$ cat src/rtl/lzd_pkg.sv
// Shared constants and types for the sequential 48-bit leading-zero normalizer.
package lzd_pkg;

    localparam int DATA_W = 48;
    localparam int SEG_W  = 16;
    localparam int NSEG   = 3;
    localparam int CNT_W  = 6;

    typedef logic [1:0] seg_idx_t;

    localparam seg_idx_t SEG_LAST = seg_idx_t'(NSEG - 1);

    typedef enum logic [1:0] {
        IDLE  = 2'd0,
        SCAN  = 2'd1,
        SHIFT = 2'd2,
        DONE  = 2'd3
    } state_t;

endpackage

$ cat src/rtl/lzd_norm_seq_if.sv
// Operand/result handshake bundle for lzd_norm_seq.
interface lzd_norm_seq_if
    import lzd_pkg::*;
();

    logic              in_valid;
    logic              in_ready;
    logic [DATA_W-1:0] in_data;
    logic              out_valid;
    logic              out_ready;
    logic [DATA_W-1:0] out_data;
    logic [CNT_W-1:0]  out_lz;
    logic              out_zero;

    modport master (
        output in_valid, in_data, out_ready,
        input  in_ready, out_valid, out_data, out_lz, out_zero
    );

    modport slave (
        input  in_valid, in_data, out_ready,
        output in_ready, out_valid, out_data, out_lz, out_zero
    );

endinterface

$ cat src/rtl/lzd_16bit.sv
// Combinational 16-bit leading-zero detector, built as a 4 -> 8 -> 16 bit tree.
module lzd_16bit (
    input  logic [15:0] in,
    output logic [3:0]  out,
    output logic        valid
);

    logic [3:0] v4;
    logic [1:0] c4 [4];
    logic [1:0] v8;
    logic [2:0] c8 [2];
    logic [3:0] nib;

    always_comb begin
        nib = '0;
        // Index 0 is the most significant nibble / byte at every level.
        for (int unsigned i = 0; i < 4; i++) begin
            nib   = in[15 - 4*i -: 4];
            v4[i] = |nib;
            c4[i] = nib[3] ? 2'd0 : nib[2] ? 2'd1 : nib[1] ? 2'd2 : 2'd3;
        end
        for (int unsigned j = 0; j < 2; j++) begin
            v8[j] = v4[2*j] | v4[2*j+1];
            c8[j] = v4[2*j] ? {1'b0, c4[2*j]} : {1'b1, c4[2*j+1]};
        end
        valid = v8[0] | v8[1];
        out   = v8[0] ? {1'b0, c8[0]} : {1'b1, c8[1]};
    end

endmodule

$ cat src/rtl/lzd_norm_seq.sv
// Sequential 48-bit normalizer: scans 16-bit segments MSB-first through one shared
// LZD, then left-shifts the operand so its MSB is set and reports the shift count.
module lzd_norm_seq
    import lzd_pkg::*;
(
    input  logic           clk,
    input  logic           rst,
    lzd_norm_seq_if.slave  bus
);

    state_t            state_q, state_d;
    logic [DATA_W-1:0] op_q, op_d;
    seg_idx_t          seg_q, seg_d;
    logic [CNT_W-1:0]  lz_q, lz_d;
    logic [DATA_W-1:0] out_data_q, out_data_d;
    logic [CNT_W-1:0]  out_lz_q, out_lz_d;
    logic              out_zero_q, out_zero_d;

    logic [SEG_W-1:0]  seg_data;
    logic [3:0]        seg_lz;
    logic              seg_valid;

    assign seg_data = SEG_W'(op_q >> (SEG_W * (SEG_LAST - seg_q)));

    lzd_16bit u_lzd (
        .in    (seg_data),
        .out   (seg_lz),
        .valid (seg_valid)
    );

    always_ff @(posedge clk) begin
        if (rst) begin
            state_q    <= IDLE;
            op_q       <= '0;
            seg_q      <= '0;
            lz_q       <= '0;
            out_data_q <= '0;
            out_lz_q   <= '0;
            out_zero_q <= 1'b0;
        end else begin
            state_q    <= state_d;
            op_q       <= op_d;
            seg_q      <= seg_d;
            lz_q       <= lz_d;
            out_data_q <= out_data_d;
            out_lz_q   <= out_lz_d;
            out_zero_q <= out_zero_d;
        end
    end

    always_comb begin
        state_d = state_q;
        case (state_q)
            IDLE:  if (bus.in_valid) state_d = SCAN;
            SCAN: begin
                if (seg_valid)              state_d = SHIFT;
                else if (seg_q == SEG_LAST) state_d = DONE;
            end
            SHIFT: state_d = DONE;
            DONE:  if (bus.out_ready) state_d = IDLE;
            default: state_d = IDLE;
        endcase
    end

    always_comb begin
        op_d       = op_q;
        seg_d      = seg_q;
        lz_d       = lz_q;
        out_data_d = out_data_q;
        out_lz_d   = out_lz_q;
        out_zero_d = out_zero_q;
        case (state_q)
            IDLE: begin
                if (bus.in_valid) begin
                    op_d  = bus.in_data;
                    seg_d = '0;
                    lz_d  = '0;
                end
            end
            SCAN: begin
                if (seg_valid) begin
                    lz_d = lz_q + CNT_W'(seg_lz);
                end else if (seg_q != SEG_LAST) begin
                    lz_d  = lz_q + CNT_W'(SEG_W);
                    seg_d = seg_q + seg_idx_t'(1);
                end else begin
                    // All segments empty: result is committed here, SHIFT is skipped.
                    out_data_d = '0;
                    out_lz_d   = CNT_W'(DATA_W);
                    out_zero_d = 1'b1;
                end
            end
            SHIFT: begin
                out_data_d = op_q << lz_q;
                out_lz_d   = lz_q;
                out_zero_d = 1'b0;
            end
            default: ;
        endcase
    end

    always_comb begin
        bus.in_ready  = (state_q == IDLE) && !rst;
        bus.out_valid = (state_q == DONE);
        bus.out_data  = out_data_q;
        bus.out_lz    = out_lz_q;
        bus.out_zero  = out_zero_q;
    end

endmodule

$ cat src/flat_wrapper.sv
// flat-port wrapper written by rule: the top's interface ports become plain ports
module lzd_norm_seq_flat import lzd_pkg::*;
  (clk, rst, bus_in_valid, bus_in_data, bus_out_ready, bus_in_ready, bus_out_valid, bus_out_data, bus_out_lz, bus_out_zero);
  lzd_norm_seq_if bus_i ();
  input  logic clk;
  input  logic rst;
  input wire logic [$bits(bus_i.in_valid)-1:0] bus_in_valid;
  input wire logic [$bits(bus_i.in_data)-1:0] bus_in_data;
  input wire logic [$bits(bus_i.out_ready)-1:0] bus_out_ready;
  output wire logic [$bits(bus_i.in_ready)-1:0] bus_in_ready;
  output wire logic [$bits(bus_i.out_valid)-1:0] bus_out_valid;
  output wire logic [$bits(bus_i.out_data)-1:0] bus_out_data;
  output wire logic [$bits(bus_i.out_lz)-1:0] bus_out_lz;
  output wire logic [$bits(bus_i.out_zero)-1:0] bus_out_zero;
  assign bus_i.in_valid = bus_in_valid;
  assign bus_i.in_data = bus_in_data;
  assign bus_i.out_ready = bus_out_ready;
  assign bus_in_ready = bus_i.in_ready;
  assign bus_out_valid = bus_i.out_valid;
  assign bus_out_data = bus_i.out_data;
  assign bus_out_lz = bus_i.out_lz;
  assign bus_out_zero = bus_i.out_zero;
  lzd_norm_seq u_core (.clk(clk), .rst(rst), .bus(bus_i));
endmodule
$ cat config.mk
export PLATFORM = sky130hd
export DESIGN_NAME = lzd_norm_seq_flat
export DESIGN_NICKNAME = d
export VERILOG_FILES = /design/src/rtl/lzd_pkg.sv /design/src/rtl/lzd_norm_seq_if.sv /design/src/rtl/lzd_16bit.sv /design/src/rtl/lzd_norm_seq.sv /design/src/flat_wrapper.sv
export SDC_FILE = /design/constraint.sdc
export NUM_CORES = 1
export LEC_CHECK = 0
export ABC_AREA = 1
export ABC_CLOCK_PERIOD_IN_PS = 4200
export BUFFER_PORTS_ARGS = -buffer_cell sky130_fd_sc_hd__buf_2
export CAP_MARGIN = 20
export CORE_AREA = 2 2 151 153
export CTS_CLUSTER_SIZE = 25
export DETAILED_ROUTE_END_ITERATION = 8
export DIE_AREA = 0 0 153 155
export PLACE_DENSITY = 0.56
export SYNTH_ARGS = -nofsm -noshare
export SYNTH_HDL_FRONTEND = slang
export SYNTH_HIERARCHICAL = 1
export SYNTH_SLANG_ARGS = --single-unit
$ cat constraint.sdc
create_clock -name clk -period 4.2 [get_ports clk]
set_clock_uncertainty 0.1 [all_clocks]
set_input_delay 0.84 -clock clk [delete_from_list [all_inputs] [get_ports clk]]
set_output_delay 0.84 -clock clk [all_outputs]
set_load 0.005 [all_outputs]
==> run_results.csv <==
group,metric,value,unit
clock_tree,cts_setup_buffers,0,
outcome,status,"complete, no violations",
floorplanning,io_pins,109,
detailed_routing,wl_per_cell,16.7,um
clock_tree,clock-root-buffer,"clkbuf_16",
hold_path,worstHoldEndpoint,"u_core/bus.out_data[32]",
detailed_routing,vias,8491,
timing,fin_crit_sh,90.1,%
worst_setup_path,worstSetupStartpointType,"flop",
worst_setup_path,slowest_stage,"nor2_1",
global_routing,grt_usage,22.6,%
worst_setup_path,path_class,"reg2reg",
detailed_routing,avgViaCountPerCell,5.32,
clock_tree,clk-insertion-delay-late,420,ps
worst_setup_path,critical_path_buf_inv_count,4,
timing,worst_pin_slew,1000,ps
floorplanning,core-area,22200,sq um
floorplanning,die_area,23700,sq um
final_layout,nFillCells,2438,
timing,fin_setup_tns,0,ps
final_layout,post-route-util,39.3,%
synthesis,ys_top_cells_by_area,"dfxtp_1, nand3_1, nand2_1",
timing,slew_headroom,33.1,%
timing,setup_violations,0,
worst_setup_path,path_delay_family,"simple AND/OR/NAND/NOR gates",
synthesis,synth_common_cells,"nand2_1, nand3_1, nor2_1",
global_routing,grt_antenna_before_repair,0,
clock_tree,hold_buffers,0,
synthesis,syn_area_per_cell,6.08,sq um
hold_path,hold_class,"reg2reg",
final_layout,nets,1362,
synthesis,syn_inst,1245,
synthesis,ys.flop_type,"dfxtp_1",
timing,rsz0062_at_grt,"no",
clock_tree,htree_levels,4,
hold_path,min_from,"u_core/bus.out_data[32]",
clock_tree,cts_tree,"yes",
final_layout,final-seq-area,2260,sq um
synthesis,synth.distinct_cells,35,
synthesis,yosysTopAreaCell,"dfxtp_1",
worst_setup_path,critPathMostFrequentCell,"nand2_1",
worst_setup_path,critPathCaptureType,"flop",
power,pwr_density_cell,677,nW/um^2
timing,min_period,3780,ps
worst_setup_path,r2r_slack,420,ps
detailed_routing,first_pass_iters,8,
detailed_routing,wl,26600,um
clock_tree,ctsResizeCount,0,
place,gp_congestion,0.917,
final_layout,n_antenna_cell,0,
synthesis,async_flop_share,0,%
clock_tree,cts.path.max_buffers,2,
timing,finalMaxSlewViolations,0,
timing,setup_slack,416,ps
clock_tree,numCtsBuffers,17,
global_routing,grt.overflow.total,0,
place,dp.cells,1565,
synthesis,netlist_area,7560,sq um
worst_setup_path,max_stage_delay,720,ps
place,port_buffers,108,
synthesis,yosys_warnings,6,
final_layout,multi_input_area,4710,sq um
synthesis,ys_seq_elements,113,
global_routing,first_global_vias,7882,
final_layout,drive_gt1_share,15.9,%
worst_setup_path,cp_max_fo,16,
synthesis,yosysTopAreaCellShare,29.9,%
power,finalPower,0.00592,W
worst_setup_path,crit_required,4400,ps
power,peakVddDrop,0.252,mV
hold_path,hold_depth,2,
detailed_routing,drcViolationCount,0,
floorplanning,die_h,155,um
final_layout,area.growth.synth_to_final,15.6,%
detailed_routing,drtAntennaViolNets,0,
global_routing,grt_max_degree,55,
clock_tree,clk_pin_slew_worst_paths,60,ps
synthesis,synth_edf_count,0,
synthesis,ys_seq_area_share,29.9,%
worst_setup_path,critPathArrivalTime,3980,ps
synthesis,syn_nets,1308,
detailed_routing,drtIter0Drc,950,
timing,fmax,264,MHz
worst_setup_path,r2r-end,"u_core/lz_q[4]",
timing,finalHoldViolCount,0,
place,dpl.hpwl,19900,um
power,cellLeakagePower,3.84,nW
floorplanning,rows,55,
floorplanning,floorplan.initialDensity,34.0,%
clock_tree,cts_sinks,113,
synthesis,yosysMostFrequentCell,"nand2_1",
worst_setup_path,r2r-start,"u_core/seg_q[0]",
floorplanning,die_x,153,um
worst_setup_path,rr_worst_depth,21,
job,maxCapViolations,0,
final_layout,instances_no_fill,1596,
worst_setup_path,path_cells,"inv_1 > ha_1 > inv_1 > nor2_1 > nand2_1 > a21oi_1 > inv_2 > nand2_1 > nor2_1 > nand2_1 > nand2_1 > nand2_1 > nand2_1 > ha_1 > fa_1 > nand2_1 > inv_1 > o21ai_0 > nand3_1 > a31oi_1 > a211oi_1",
global_routing,grt_first_pass_wirelength,42500,um
place,place_ws,515,ps
## registers in the layout, summed over array words and instances, names as in the netlist
name,flops
u_core/bus.out_data,48
u_core/seg_q,2
u_core/lz_q,6
u_core/op_q,48
u_core/bus.out_lz,6
u_core/bus.out_zero,1
u_core/state_q,2
## how the worst max path moves through the flow
stage	startpoint	endpoint	slack, ps	cells after the start
after floorplan	u_core/seg_q[0]	u_core/lz_q[4]	590	24
after global placement	u_core/seg_q[0]	u_core/lz_q[4]	560	21
after detailed placement	u_core/seg_q[0]	u_core/lz_q[4]	510	21
after CTS	u_core/seg_q[0]	u_core/lz_q[4]	480	21
after global routing	u_core/seg_q[0]	u_core/lz_q[4]	10	21
final	u_core/seg_q[0]	u_core/lz_q[4]	420	21
## area by class of cell
type                            instances  share of cell area [%]
Sequential cell                       113                    25.9
Clock buffer                           20                    5.11
Inverter                               45                    1.96
Timing Repair Buffer                  124                    7.79
Tap cell                              285                    4.08
Clock inverter                         11                    1.32
Multi-Input combinational cell        998                    53.9
## power breakdown
group	switching (W)	internal (W)	total (W)
sequential	0.000250	0.00126	0.00151
clock	0.000521	0.000879	0.00140
combinational	0.00211	0.000893	0.00300
total	0.00288	0.00303	0.00592
## per-layer routing
metal  track usage (%)  part of all wire (%)  vias up  routed length (um)
met3              4.21                   6.5       54                1730
met5                 0                     0        -                   0
met2              35.8                    46      331               12100
li1                  -                     -     4283                   -
met4              9.88                   3.8        0                1020
met1              30.1                    44     3823               11700
## per-stage QoR
stage	hold slack, ps	instance area [sq um]
2_1_floorplan	357	7560
3_3_place_gp	350	8150
3_5_place_dp	354	8180
4_1_cts	363	8740
5_1_grt	382	8740
6_report	359	8740
## layout by cell type, fill, tap and decap left out, types with 3 or more instances in the layout
master / netlist / layout
inv_2: 14 / 14
nand3_2: 10 / 10
o21ai_0: 78 / 78
a21oi_1: 78 / 78
dfxtp_1: 113 / 113
clkbuf_16: 0 / 17
o21ai_1: 9 / 9
a21oi_2: 17 / 17
nand4_1: 6 / 6
buf_2: 20 / 108
nor2_1: 139 / 139
clkinv_2: 0 / 6
inv_1: 28 / 28
ha_1: 10 / 10
nand3_1: 306 / 306
nand2_1: 323 / 323
o211ai_1: 3 / 3
o21ai_2: 4 / 4
buf_4: 6 / 15
## cell families (layout without fill, tap and decap cells)
| kind of cell | Yosys count | after routing | share of synthesized area (%) |
|---|---|---|---|
| AO/OA/AOI/OAI | 192 | 192 | 13.9 |
| adder cells (fa/ha/maj) | 11 | 11 | 1.92 |
| buffers and inverters | 134 | 200 | 7.82 |
| flip-flops | 113 | 113 | 29.9 |
| AND/OR/NAND/NOR | 795 | 795 | 46.4 |
## worst register-to-register path, delay by kind of cell, from the launching register on
| family | cells | cell delay (ps) |
|---|---|---|
| buf+inv | 4 | 200 |
| simple gates | 10 | 1500 |
| compound gates | 4 | 630 |
| fa+ha+maj | 3 | 890 |
| flops | 1 | 330 |
(Power assumes the default switching activity.)
